File: src/rtl/trap_ctrl_pkg.sv
// trap_ctrl_pkg: CSR addresses, trap cause codes, mstatus bit positions and request types shared by trap_ctrl.
package trap_ctrl_pkg;

  localparam logic [31:0] CSR_MSTATUS  = 32'h0000_0300;
  localparam logic [31:0] CSR_MTVEC    = 32'h0000_0305;
  localparam logic [31:0] CSR_MEPC     = 32'h0000_0341;
  localparam logic [31:0] CSR_MCAUSE   = 32'h0000_0342;

  localparam logic [31:0] CAUSE_ECALL  = 32'd11;
  localparam logic [31:0] CAUSE_EBREAK = 32'd3;
  localparam logic [31:0] CAUSE_IRQ    = 32'h8000_000B;

  localparam int MIE_BIT  = 3;
  localparam int MPIE_BIT = 7;

  typedef enum logic [1:0] {
    REQ_NONE,
    REQ_TRAP,
    REQ_MRET
  } req_kind_e;

  typedef struct packed {
    logic        accept;
    req_kind_e   kind;
    logic [31:0] cause;
  } trap_req_t;

  // Trap entry: the old interrupt enable is saved in MPIE and interrupts are masked.
  function automatic logic [31:0] trap_status(input logic [31:0] s);
    logic [31:0] r;
    r           = s;
    r[MPIE_BIT] = s[MIE_BIT];
    r[MIE_BIT]  = 1'b0;
    return r;
  endfunction

  // Trap exit: the saved enable is restored and MPIE is set back to 1.
  function automatic logic [31:0] mret_status(input logic [31:0] s);
    logic [31:0] r;
    r           = s;
    r[MIE_BIT]  = s[MPIE_BIT];
    r[MPIE_BIT] = 1'b1;
    return r;
  endfunction

endpackage

File: src/rtl/trap_ctrl_req_arb.sv
// trap_req_arb: combinational priority encoder for requests seen while the sequencer is idle.
module trap_req_arb
  import trap_ctrl_pkg::*;
(
  input  logic      i_ecall,
  input  logic      i_ebreak,
  input  logic      i_mret,
  input  logic      i_ex_jump,
  input  logic      i_ex_hold,
  input  logic      i_irq,
  input  logic      i_mie,
  output trap_req_t o_req
);

  logic w_sync_trap;
  logic w_irq_ok;

  // An interrupt never preempts a redirect or a stalled instruction, and needs MIE.
  assign w_irq_ok    = i_irq & i_mie & ~i_ex_jump & ~i_ex_hold;
  assign w_sync_trap = i_ecall | i_ebreak;

  // Priority: ecall/ebreak, then mret, then (ex_jump blocks irq above), then irq.
  always_comb begin
    o_req.accept = w_sync_trap | i_mret | w_irq_ok;
    o_req.kind   = (w_sync_trap | (~i_mret & w_irq_ok)) ? REQ_TRAP :
                   i_mret ? REQ_MRET : REQ_NONE;
    o_req.cause  = i_ecall  ? CAUSE_ECALL  :
                   i_ebreak ? CAUSE_EBREAK :
                   w_irq_ok ? CAUSE_IRQ    : 32'h0;
  end

endmodule

File: src/rtl/trap_ctrl.sv
// trap_ctrl: merges pipeline hold/jump requests and sequences machine-mode trap entry and mret exit.
module trap_ctrl
  import trap_ctrl_pkg::*;
#(
  parameter int XLEN       = 32,
  parameter int TVEC_ALIGN = 2
) (
  input  logic            clk,
  input  logic            rst_n,
  input  logic            ex_jump_flag_i,
  input  logic [XLEN-1:0] ex_jump_addr_i,
  input  logic            ex_hold_flag_i,
  input  logic            bus_hold_flag_i,
  input  logic            ecall_i,
  input  logic            ebreak_i,
  input  logic            mret_i,
  input  logic            irq_i,
  input  logic [XLEN-1:0] inst_addr_i,
  input  logic [XLEN-1:0] csr_mtvec_i,
  input  logic [XLEN-1:0] csr_mepc_i,
  input  logic [XLEN-1:0] csr_mstatus_i,
  output logic            hold_flag_o,
  output logic            jump_flag_o,
  output logic [XLEN-1:0] jump_addr_o,
  output logic            csr_we_o,
  output logic [XLEN-1:0] csr_waddr_o,
  output logic [XLEN-1:0] csr_wdata_o,
  output logic            busy_o
);

  localparam logic [XLEN-1:0] TVEC_MASK = ~((XLEN'(1) << TVEC_ALIGN) - XLEN'(1));

  typedef enum logic [6:0] {
    S_IDLE        = 7'b000_0001,
    S_MEPC        = 7'b000_0010,
    S_MSTATUS     = 7'b000_0100,
    S_MCAUSE      = 7'b000_1000,
    S_JUMP        = 7'b001_0000,
    S_MRET_STATUS = 7'b010_0000,
    S_MRET_JUMP   = 7'b100_0000
  } state_e;

  state_e          r_state;
  logic [XLEN-1:0] r_cause;
  logic [XLEN-1:0] r_epc;
  logic [XLEN-1:0] r_status;

  trap_req_t w_req;
  logic      w_idle;
  logic      w_accept;
  logic      w_pass;
  logic      w_csr_state;
  logic      w_tvec_jump;
  logic      w_mepc_jump;

  trap_req_arb u_arb (
    .i_ecall   (ecall_i),
    .i_ebreak  (ebreak_i),
    .i_mret    (mret_i),
    .i_ex_jump (ex_jump_flag_i),
    .i_ex_hold (ex_hold_flag_i),
    .i_irq     (irq_i),
    .i_mie     (csr_mstatus_i[MIE_BIT]),
    .o_req     (w_req)
  );

  // Requests only count in IDLE and out of reset, so reset leaves hold reflecting the stall inputs alone.
  assign w_idle      = (r_state == S_IDLE) & rst_n;
  assign w_accept    = w_idle & w_req.accept;
  assign w_pass      = w_idle & ex_jump_flag_i & ~w_req.accept;
  assign w_csr_state = (r_state == S_MEPC) | (r_state == S_MSTATUS) |
                       (r_state == S_MCAUSE) | (r_state == S_MRET_STATUS);
  assign w_tvec_jump = (r_state == S_JUMP) & ~bus_hold_flag_i;
  assign w_mepc_jump = (r_state == S_MRET_JUMP) & ~bus_hold_flag_i;

  // Sequencer: one CSR write per state, jump states wait out bus stalls before returning to IDLE.
  always_ff @(posedge clk or negedge rst_n) begin
    if (!rst_n) begin
      r_state  <= S_IDLE;
      r_cause  <= '0;
      r_epc    <= '0;
      r_status <= '0;
    end else begin
      case (r_state)
        S_IDLE: begin
          if (w_req.accept) begin
            r_status <= csr_mstatus_i;
            if (w_req.kind == REQ_TRAP) begin
              r_cause <= w_req.cause;
              r_epc   <= inst_addr_i;
              r_state <= S_MEPC;
            end else begin
              r_state <= S_MRET_STATUS;
            end
          end
        end
        S_MEPC:        r_state <= S_MSTATUS;
        S_MSTATUS:     r_state <= S_MCAUSE;
        S_MCAUSE:      r_state <= S_JUMP;
        S_JUMP:        r_state <= bus_hold_flag_i ? S_JUMP : S_IDLE;
        S_MRET_STATUS: r_state <= S_MRET_JUMP;
        S_MRET_JUMP:   r_state <= bus_hold_flag_i ? S_MRET_JUMP : S_IDLE;
        default:       r_state <= S_IDLE;
      endcase
    end
  end

  // Output decode: pass-through redirect in IDLE, otherwise driven purely by the state registers.
  always_comb begin
    hold_flag_o = ex_hold_flag_i | bus_hold_flag_i | w_csr_state | w_accept;
    jump_flag_o = w_pass | w_tvec_jump | w_mepc_jump;
    jump_addr_o = w_pass      ? ex_jump_addr_i :
                  w_tvec_jump ? (csr_mtvec_i & TVEC_MASK) :
                  w_mepc_jump ? csr_mepc_i : '0;
    csr_we_o    = w_csr_state;
    csr_waddr_o = (r_state == S_MEPC)   ? CSR_MEPC :
                  (r_state == S_MCAUSE) ? CSR_MCAUSE :
                  ((r_state == S_MSTATUS) | (r_state == S_MRET_STATUS)) ? CSR_MSTATUS : '0;
    csr_wdata_o = (r_state == S_MEPC)        ? r_epc :
                  (r_state == S_MSTATUS)     ? trap_status(r_status) :
                  (r_state == S_MCAUSE)      ? r_cause :
                  (r_state == S_MRET_STATUS) ? mret_status(r_status) : '0;
    busy_o      = r_state != S_IDLE;
  end

endmodule
File: config.mk
export PLATFORM = sky130hd
export DESIGN_NAME = trap_ctrl
export DESIGN_NICKNAME = d
export VERILOG_FILES = /design/src/rtl/trap_ctrl_pkg.sv /design/src/rtl/trap_ctrl_req_arb.sv /design/src/rtl/trap_ctrl.sv
export SDC_FILE = /design/constraint.sdc
export NUM_CORES = 1
export LEC_CHECK = 0
export CORE_UTILIZATION = 43
export CTS_CLUSTER_SIZE = 25
export DETAILED_ROUTE_END_ITERATION = 10
export PLACE_DENSITY = 0.82
export REMOVE_ABC_BUFFERS = 1
export SYNTH_ARGS = -nofsm -noshare
export SYNTH_HDL_FRONTEND = slang
export SYNTH_HIERARCHICAL = 1
export SYNTH_SLANG_ARGS = --single-unit
File: constraint.sdc
create_clock -name clk -period 3.3 [get_ports clk]
set_input_delay 0.33 -clock clk [delete_from_list [all_inputs] [get_ports clk]]
set_output_delay 0.33 -clock clk [all_outputs]
set_load 0.005 [all_outputs]
==> metrics, run 1 <==
outcome=finished clean; critical path class=reg -> out; CP bufs+invs=2; max incr delay on CP=0.55 ns; Synth Area per Inst=10.1 um2; slowest CP cell=clkdlybuf4s50_1; Max Slew Vio Count=0; leakage=0.00399 uW; P_sw=2160 uW; commonest cells in the synthesized netlist=nand2_1, dfrtp_1, buf_4, mux2_4, mux2_2; initial antenna violation count=1; endpoints failing setup=0; nets=996; Final HPWL DP=13.4 mm; Sw Share=0.329; core area=0.0138 mm2; final hold violations=0; Clock Latency Late Sink=0.35 ns; Area growth syn-to-layout=44.9%; DRC viols=0; Cell variety after synth=40; initial DRC count=240; Seq/Total Area, Yosys=0.424; Num CTS Buffers=9; PwrDens=744 mW/mm2; routability cong.=0.875; Peak VDD IR=0.461 mV; first-pass GRT wire length=27.9 mm; CTS clk-pin slew, worst paths=0.07 ns; H-tree levels=3; Crit Path Max Fanout=33; num ports=269; Startpoint Class=register; Max Cap Violations=0; antenna violation net count after detailed routing=0; PortBufs=239; largest net degree at the start of global routing=84; die height=121 um; GRT Total Usage=0.254; Worst setup EP type=output pin; CP delay by family, top=simple AND/OR/NAND/NOR gates; DIE AREA=0.0146 mm2; DRT Wirelength=18.5 mm; Root Driver=clkbuf_16; period utilization=0.970; Comb pwr share=0.497; Avg WL per Cell=18.2 um; P_int=4410 uW; most common cell in the synthesized netlist=nand2_1; Fillers=1105; relative slew slack=0.325; Synth Instances=604; synth top area cells=dfrtp_1, mux2_4, mux2_2; HP Class=in -> async; CTS tree=built; worst slew pin tran=1.01 ns; min cycle time layout=3.20 ns; final clock skew=0.0106 ns; share of layout cells above drive strength 1=0.181; total gr overflow=0; FMAX=0.312 GHz; CP Data Arrival Time=2.87 ns; placed cell area=0.00846 mm2; top_reg_cell synth=dfrtp_1; Yosys reg bits=103; CTS Buffer Depth=2; Post-synth EDFFs=0; DR vias=5021; Clock Sinks=103; TNS Setup=0 ns; Synth area leader=dfrtp_1; initial core utilization=0.440; Cell Chain, Critical Path=or3_4 -> or4_1 -> buf_12 -> a21o_1 -> a21oi_1 -> clkdlybuf4s50_1; asr flop ratio synth=1.00; Sequential Power Share=0.349; Post-Layout Inst Area=0.00882 mm2; Pre-Repair DR Iteration Count=5; Required @ worst endpoint=2.97 ns; chip width=121 um; vias in the first global route=5069; FP Rows=43; post-synth top area share=0.419; vias per cell=4.96; mapped cell area=0.00609 mm2; Clk pwr share=0.154; Synth warnings=6
-- worst register-to-register path: stages (launching register included) --
cell	delay, ns
dfstp_2	0.59
or4b_1	0.50
or3_2	0.55
or3b_4	0.43
buf_12	0.23
mux2_4	0.45
-- cell type report --
class                      instances  area [um2]  share of cell area
antenna                            1        2.50            0.000284
clock buffer                       9         225              0.0255
clock inverter                     7        55.1             0.00624
inverter                           7        26.3             0.00298
multi-input combinational        448        3090               0.351
sequential                       103        2580               0.292
tap                              180         225              0.0255
timing repair buffer             258        2620               0.296
-- cells in the final DEF (no fill, tap or decap), types with 3 or more instances in the layout --
| cell | n |
|---|---|
| dfrtp_1 | 101 |
| buf_4 | 13 |
| inv_6 | 3 |
| xnor2_1 | 3 |
| mux2_2 | 48 |
| a22oi_1 | 30 |
| nand2b_1 | 4 |
| inv_1 | 7 |
| or4_1 | 3 |
| conb_1 | 55 |
| a21o_1 | 31 |
| clkbuf_16 | 9 |
| nor2_1 | 32 |
| nand2_1 | 125 |
| nor3_2 | 3 |
| clkdlybuf4s50_1 | 236 |
| mux2_4 | 49 |
| buf_12 | 6 |
| a21oi_1 | 32 |
| nor3_1 | 5 |
-- kinds of logic (layout without fill, tap and decap cells) --
| logic type | after synthesis | in the layout | share of synthesized area |
|---|---|---|---|
| xor+xnor | 3 | 3 | 0.00432 |
| simple gates | 191 | 191 | 0.138 |
| buf+inv | 106 | 281 | 0.110 |
| flops | 103 | 103 | 0.424 |
| compound gates | 102 | 102 | 0.113 |
| other cells | 2 | 56 | 0.00123 |
| mux | 97 | 97 | 0.210 |
-- state kept, by name (all words and copies together) (netlist names) --
name	count
r_epc	32
r_status	32
r_state	7
r_cause	32
-- power by group through the flow --
stage	combinational, uW	sequential, uW	clock [uW]
after detailed placement	3230	2280	0
final	3260	2290	1010
after floorplan	2170	2180	0
after global placement	3140	2260	0
after global routing	3530	2360	1080
after CTS	3250	2280	1030
-- stage by stage --
stage | util | setup WS (ns) | std cells | hold WS (ns) | power (uW)
6_report | 0.638 | 0.0994 | 1013 | 0.457 | 6560
5_1_grt | 0.638 | -0.00159 | 1013 | 0.472 | 6970
4_1_cts | 0.633 | 0.00476 | 1009 | 0.444 | 6560
3_5_place_dp | 0.612 | 0.219 | 992 | 0.238 | 5510
3_3_place_gp | 0.612 | 0.255 | 992 | 0.236 | 5400
2_1_floorplan | - | -0.919 | 558 | 0.0344 | 4340
-- worst paths after layout --
| check | startpoint | endpoint | slack, ns | depth (start not counted) |
|---|---|---|---|---|
| worst max-delay path | r_state[5] | csr_wdata_o[24] | 0.1 | 6 |
| max in group asynchronous | rst_n | r_epc[10] | 1.54 | 3 |
| worst min register to register | r_status[0] | r_status[0] | 0.51 | 1 |
| min in group clk | r_status[0] | r_status[0] | 0.51 | 1 |
| worst min-delay path | rst_n | r_status[15] | 0.46 | 2 |
| worst max register to register | r_state[0] | r_cause[27] | 0.44 | 5 |
-- timing repair --
item | in CTS | in global routing
endpoints found under the setup margin | 31 | 37
hold buffers | 1 | 0
endpoints found under the hold margin | 19 | 0
setup buffers | 0 | 3
resized for setup | 1 | 9
cloned | 0 | 0
-- metal layers --
layer | track usage | routed length [um] | vias to the layer above
met5 | 0 | 0 | -
li1 | - | - | 2384
met3 | 0.0761 | 1600 | 35
met4 | 0.102 | 566 | 0
met1 | 0.291 | 7090 | 2397
met2 | 0.441 | 9200 | 205
(Power assumes the default switching activity.)
==> run 2: changes to the inputs <==
--- a/config.mk
+++ b/config.mk
@@ -10,6 +10,7 @@
 export DETAILED_ROUTE_END_ITERATION = 10
 export PLACE_DENSITY = 0.82
 export REMOVE_ABC_BUFFERS = 1
+export SKIP_CTS_REPAIR_TIMING = 1
 export SYNTH_ARGS = -nofsm -noshare
 export SYNTH_HDL_FRONTEND = slang
 export SYNTH_HIERARCHICAL = 1
==> metrics, run 2 (synthesized netlist as in run 1, its figures left out) <==
register area=0.00258 mm2 (unchanged); num ports=269 (unchanged); Multi-input gate area=0.00309 mm2 (unchanged); Crit Path Max Fanout=33 (unchanged); Avg WL per Cell=18.3 um (+0.35%); Worst setup EP type=output pin; WHS=0.440 ns (-0.0176 ns); CTS clk-pin slew, worst paths=0.07 ns (about the same); endpoints failing setup=0 (unchanged); Peak VDD IR=0.466 mV (+1.1%); min cycle time layout=3.16 ns (-0.0423 ns); TNS Setup=0 ns (unchanged); most frequent cells in the layout=clkdlybuf4s50_1, nand2_1, dfrtp_1; DRT Wirelength=18.5 mm (+0.25%); largest net degree at the start of global routing=84 (unchanged); Startpoint Class=register; Clock Sinks=103 (unchanged); PortBufs=239 (unchanged); DRC viols=0 (unchanged); antenna violation net count after detailed routing=0 (unchanged); fin cells=1012 (-0.099%); leakage=0.00395 uW (-1.1%); Largest regs=r_cause x32, r_epc x32, r_status x32; vias in the first global route=5068 (-0.020%); final hold violations=0 (unchanged); nets=995 (-0.10%); placed instance count=992 (unchanged); chip width=121 um (unchanged); CTS Buffer Depth=2 (unchanged); initial DRC count=283 (+18%); vias per cell=4.91 (-0.96%); GRT Total Usage=0.254 (unchanged); Post-Layout Inst Area=0.00880 mm2 (-0.20%); initial antenna violation count=1 (unchanged); CP Data Arrival Time=2.83 ns (-0.04 ns); routability cong.=0.875 (unchanged); outcome=finished clean; Max Slew Vio Count=0 (unchanged); Root Driver=clkbuf_16; first-pass GRT wire length=27.9 mm (about the same); H-tree levels=3 (unchanged); DR vias=4968 (-1.1%); core area=0.0138 mm2 (unchanged); PwrDens=745 mW/mm2 (+0.19%); Area growth syn-to-layout=44.6%; Fillers=1106 (+0.090%); initial core utilization=0.440 (unchanged); share of layout cells above drive strength 1=0.181 (-0.000985); relative slew slack=0.321 (-0.00319); Required @ worst endpoint=2.97 ns (about the same); critical path class=reg -> out; HP Class=in -> async; CTS tree=built; commonest non-fill, non-tap cell in the layout=clkdlybuf4s50_1; Max Cap Violations=0 (unchanged); placed cell area=0.00846 mm2 (unchanged); total gr overflow=0 (unchanged); RSZ-0062 raised after global routing=false; FP Rows=43 (unchanged); FMAX=0.317 GHz (+1.3%); period utilization=0.957 (-0.0128); Pre-Repair DR Iteration Count=5 (unchanged); DIE AREA=0.0146 mm2 (unchanged); final clock skew=0.0101 ns (-0.000542 ns); worst slew pin tran=1.02 ns (+0.00479 ns); die height=121 um (unchanged); Num CTS Buffers=9 (unchanged); Clock Latency Late Sink=0.35 ns (about the same); Final HPWL DP=13.4 mm (unchanged); Worst R2R Path Depth=5 (unchanged)
-- run 2: cell count changes in the layout (fill, tap and decap cells not counted) --
cell / previous run / this run
buf_4: 13 / 12
clkdlybuf4s50_1: 236 / 238
buf_12: 6 / 5
dlymetal6s2s_1: 2 / 0
buf_8: 0 / 1
-- run 2: worst paths after layout --
check                                       end        start  slack [ns]
worst max-delay path            csr_wdata_o[11]   r_state[5]        0.14
worst min-delay path               r_status[15]        rst_n        0.44
worst max register to register       r_cause[9]   r_state[0]        0.44
worst min register to register      r_status[0]  r_status[0]        0.51
max in group asynchronous             r_epc[10]        rst_n        1.55
min in group clk                    r_status[0]  r_status[0]        0.51
-- run 2: final cells by class --
cell class	count	share of cell area
Tap cell	180	0.0256
Timing Repair Buffer	257	0.295
Clock inverter	7	0.00625
Inverter	7	0.00298
Sequential cell	103	0.293
Multi-Input combinational cell	448	0.351
Antenna cell	1	0.000284
Clock buffer	9	0.0256
-- run 2: metrics by stage --
step | power (uW) | util | worst slack, ns
2_1_floorplan | 4340 | - | -0.919
3_3_place_gp | 5400 | 0.612 | 0.255
3_5_place_dp | 5510 | 0.612 | 0.219
4_1_cts | 6550 | 0.632 | -0.0682
5_1_grt | 6960 | 0.637 | 0.0240
6_report | 6560 | 0.637 | 0.142
-- run 2: worst max-delay path, cell delays in order (launching register included) --
cell	delay (ns)
dfrtp_2	0.43
or3_4	0.44
or4_1	0.51
buf_8	0.21
a21o_1	0.18
a21oi_1	0.15
clkdlybuf4s50_1	0.55
-- run 2: where the power goes --
| group | internal [uW] | switching [uW] |
|---|---|---|
| Clock | 520 | 496 |
| Sequential | 1920 | 373 |
| Combinational | 1960 | 1290 |
| Total | 4400 | 2160 |
-- run 2: metal layers --
layer / global-route usage / vias to the layer above / wire, um
li1: - / 2387 / -
met1: 0.290 / 2351 / 7230
met2: 0.440 / 196 / 9170
met3: 0.0780 / 34 / 1550
met4: 0.102 / 0 / 549
met5: 0 / - / 0
==> run 3: changes to the inputs <==
--- a/config.mk
+++ b/config.mk
@@ -5,6 +5,7 @@
 export SDC_FILE = /design/constraint.sdc
 export NUM_CORES = 1
 export LEC_CHECK = 0
+export CORE_MARGIN = 2
 export CORE_UTILIZATION = 43
 export CTS_CLUSTER_SIZE = 25
 export DETAILED_ROUTE_END_ITERATION = 10
==> metrics, run 3 (synthesized netlist as in run 1, its figures left out) <==
HP Class=in -> async; Clock Sinks=103 (unchanged); FMAX=0.311 GHz (-1.9%); routability cong.=0.841 (-3.9%); dpl ws=0.291 ns (+0.0716 ns); PortBufs=239 (unchanged); DRC viols=0 (unchanged); endpoints failing setup=0 (unchanged); DR vias=5107 (+2.8%); initial core utilization=0.439 (-0.00171); outcome=finished clean; H-tree levels=3 (unchanged); Post-Layout Inst Area=0.00880 mm2 (about the same); antenna violation net count after detailed routing=0 (unchanged); Startpoint Class=register; Max Cap Violations=0 (unchanged); total gr overflow=0 (unchanged); Worst setup EP type=output pin; first-pass GRT wire length=27.8 mm (-0.22%); Avg WL per Cell=18.7 um (+2.2%); chip width=123 um (+1.7%); vias per cell=5.04 (+2.7%); GRT Total Usage=0.244 (-0.00985); WHS=0.465 ns (+0.0254 ns); Area growth syn-to-layout=44.6% (about the same); CTS tree=built; num ports=269 (unchanged); Max Slew Vio Count=0 (unchanged); share of layout cells above drive strength 1=0.181 (+0.000985); core area=0.0139 mm2 (+0.39%); PwrDens=753 mW/mm2 (+1.0%); initial DRC count=290 (+2.5%); die height=123 um (+1.7%); critical path class=reg -> out; placed cell area=0.00842 mm2 (-0.44%); DIE AREA=0.0151 mm2 (+3.3%); Num CTS Buffers=9 (unchanged); min cycle time layout=3.22 ns (+0.0617 ns); slowest CP cell=clkdlybuf4s50_1; worst setup margin=0.0800 ns (-0.0617 ns); vias in the first global route=4947 (-2.4%); Clock Latency Late Sink=0.34 ns (about the same); worst slew pin tran=0.936 ns (-0.0822 ns); Pre-Repair DR Iteration Count=4 (-1); final clock skew=0.00661 ns (-0.00349 ns); largest net degree at the start of global routing=75 (-11%); final hold violations=0 (unchanged); DRT Wirelength=18.9 mm (+2.3%); relative slew slack=0.376 (+0.0548); CTS clk-pin slew, worst paths=0.07 ns (about the same); leakage=0.00397 uW (+0.48%); Pwr Total=6620 uW (+0.96%); Largest regs=r_cause x32, r_epc x32, r_status x32; nets=996 (+0.10%); max incr delay on CP=0.54 ns (about the same); Cell Chain, Critical Path=or3_4 -> or4_4 -> buf_12 -> a21o_1 -> a21oi_1 -> clkdlybuf4s50_1; Peak VDD IR=0.534 mV (+14%); Fillers=1137 (+2.8%); period utilization=0.976 (+0.0187); Final HPWL DP=13.7 mm (+2.0%); FP Rows=43 (unchanged); TNS Setup=0 ns (unchanged); CTS Buffer Depth=2 (unchanged); CP Data Arrival Time=2.89 ns (+0.06 ns); initial antenna violation count=0 (-1); Crit Path Max Fanout=33 (unchanged); commonest non-fill, non-tap cell in the layout=clkdlybuf4s50_1; Required @ worst endpoint=2.97 ns (about the same); most frequent cells in the layout=clkdlybuf4s50_1, nand2_1, dfrtp_1; Root Driver=clkbuf_16
[run 3: cell type report]
class	instances	area (um2)	share of cell area
multi-input cells	448	3080	0.349
flip-flops and latches	103	2580	0.293
repair buffers	258	2580	0.293
clock buffers	12	256	0.0291
well taps	180	225	0.0256
clock inverters	4	52.6	0.00597
inverters	7	26.3	0.00299
diodes	1	2.50	0.000284
[run 3: power breakdown]
part	internal, uW	total, uW	switching [uW]	leakage (uW)
Sequential	1920	2280	367	0.00121
Combinational	1970	3240	1270	0.00260
Clock	633	1100	469	0.000153
[run 3: path summary, 6_finish.rpt]
| check | start | endpoint | slack [ns] | depth (start not counted) |
|---|---|---|---|---|
| min | rst_n | r_status[25] | 0.47 | 2 |
| max reg2reg | r_state[0] | r_cause[9] | 0.56 | 5 |
| min in group clk | r_status[6] | r_status[6] | 0.51 | 1 |
| min reg2reg | r_status[6] | r_status[6] | 0.51 | 1 |
| max | r_state[5] | csr_wdata_o[8] | 0.08 | 6 |
| max in group asynchronous | rst_n | r_cause[15] | 1.55 | 3 |
[run 3: critical path: cells and delay by family (launching register included)]
family,cells,cell delay (ns)
AO/OA/AOI/OAI,2,0.37
buffers and inverters,2,0.72
flip-flops,1,0.47
AND/OR/NAND/NOR,2,0.97
[run 3: metrics by stage]
step	cells	utilization
floorplan	558	-
global placement	992	0.607
detailed placement	992	0.607
CTS	1008	0.629
global route	1012	0.634
finish	1013	0.634
[run 3: layer usage]
layer	up-vias	track usage	share of wire	wire (um)
met5	-	0	0	0
met4	0	0.0994	0.033	619
met3	34	0.0646	0.077	1470
met2	201	0.402	0.48	9140
met1	2482	0.305	0.41	7700
li1	2390	-	-	-
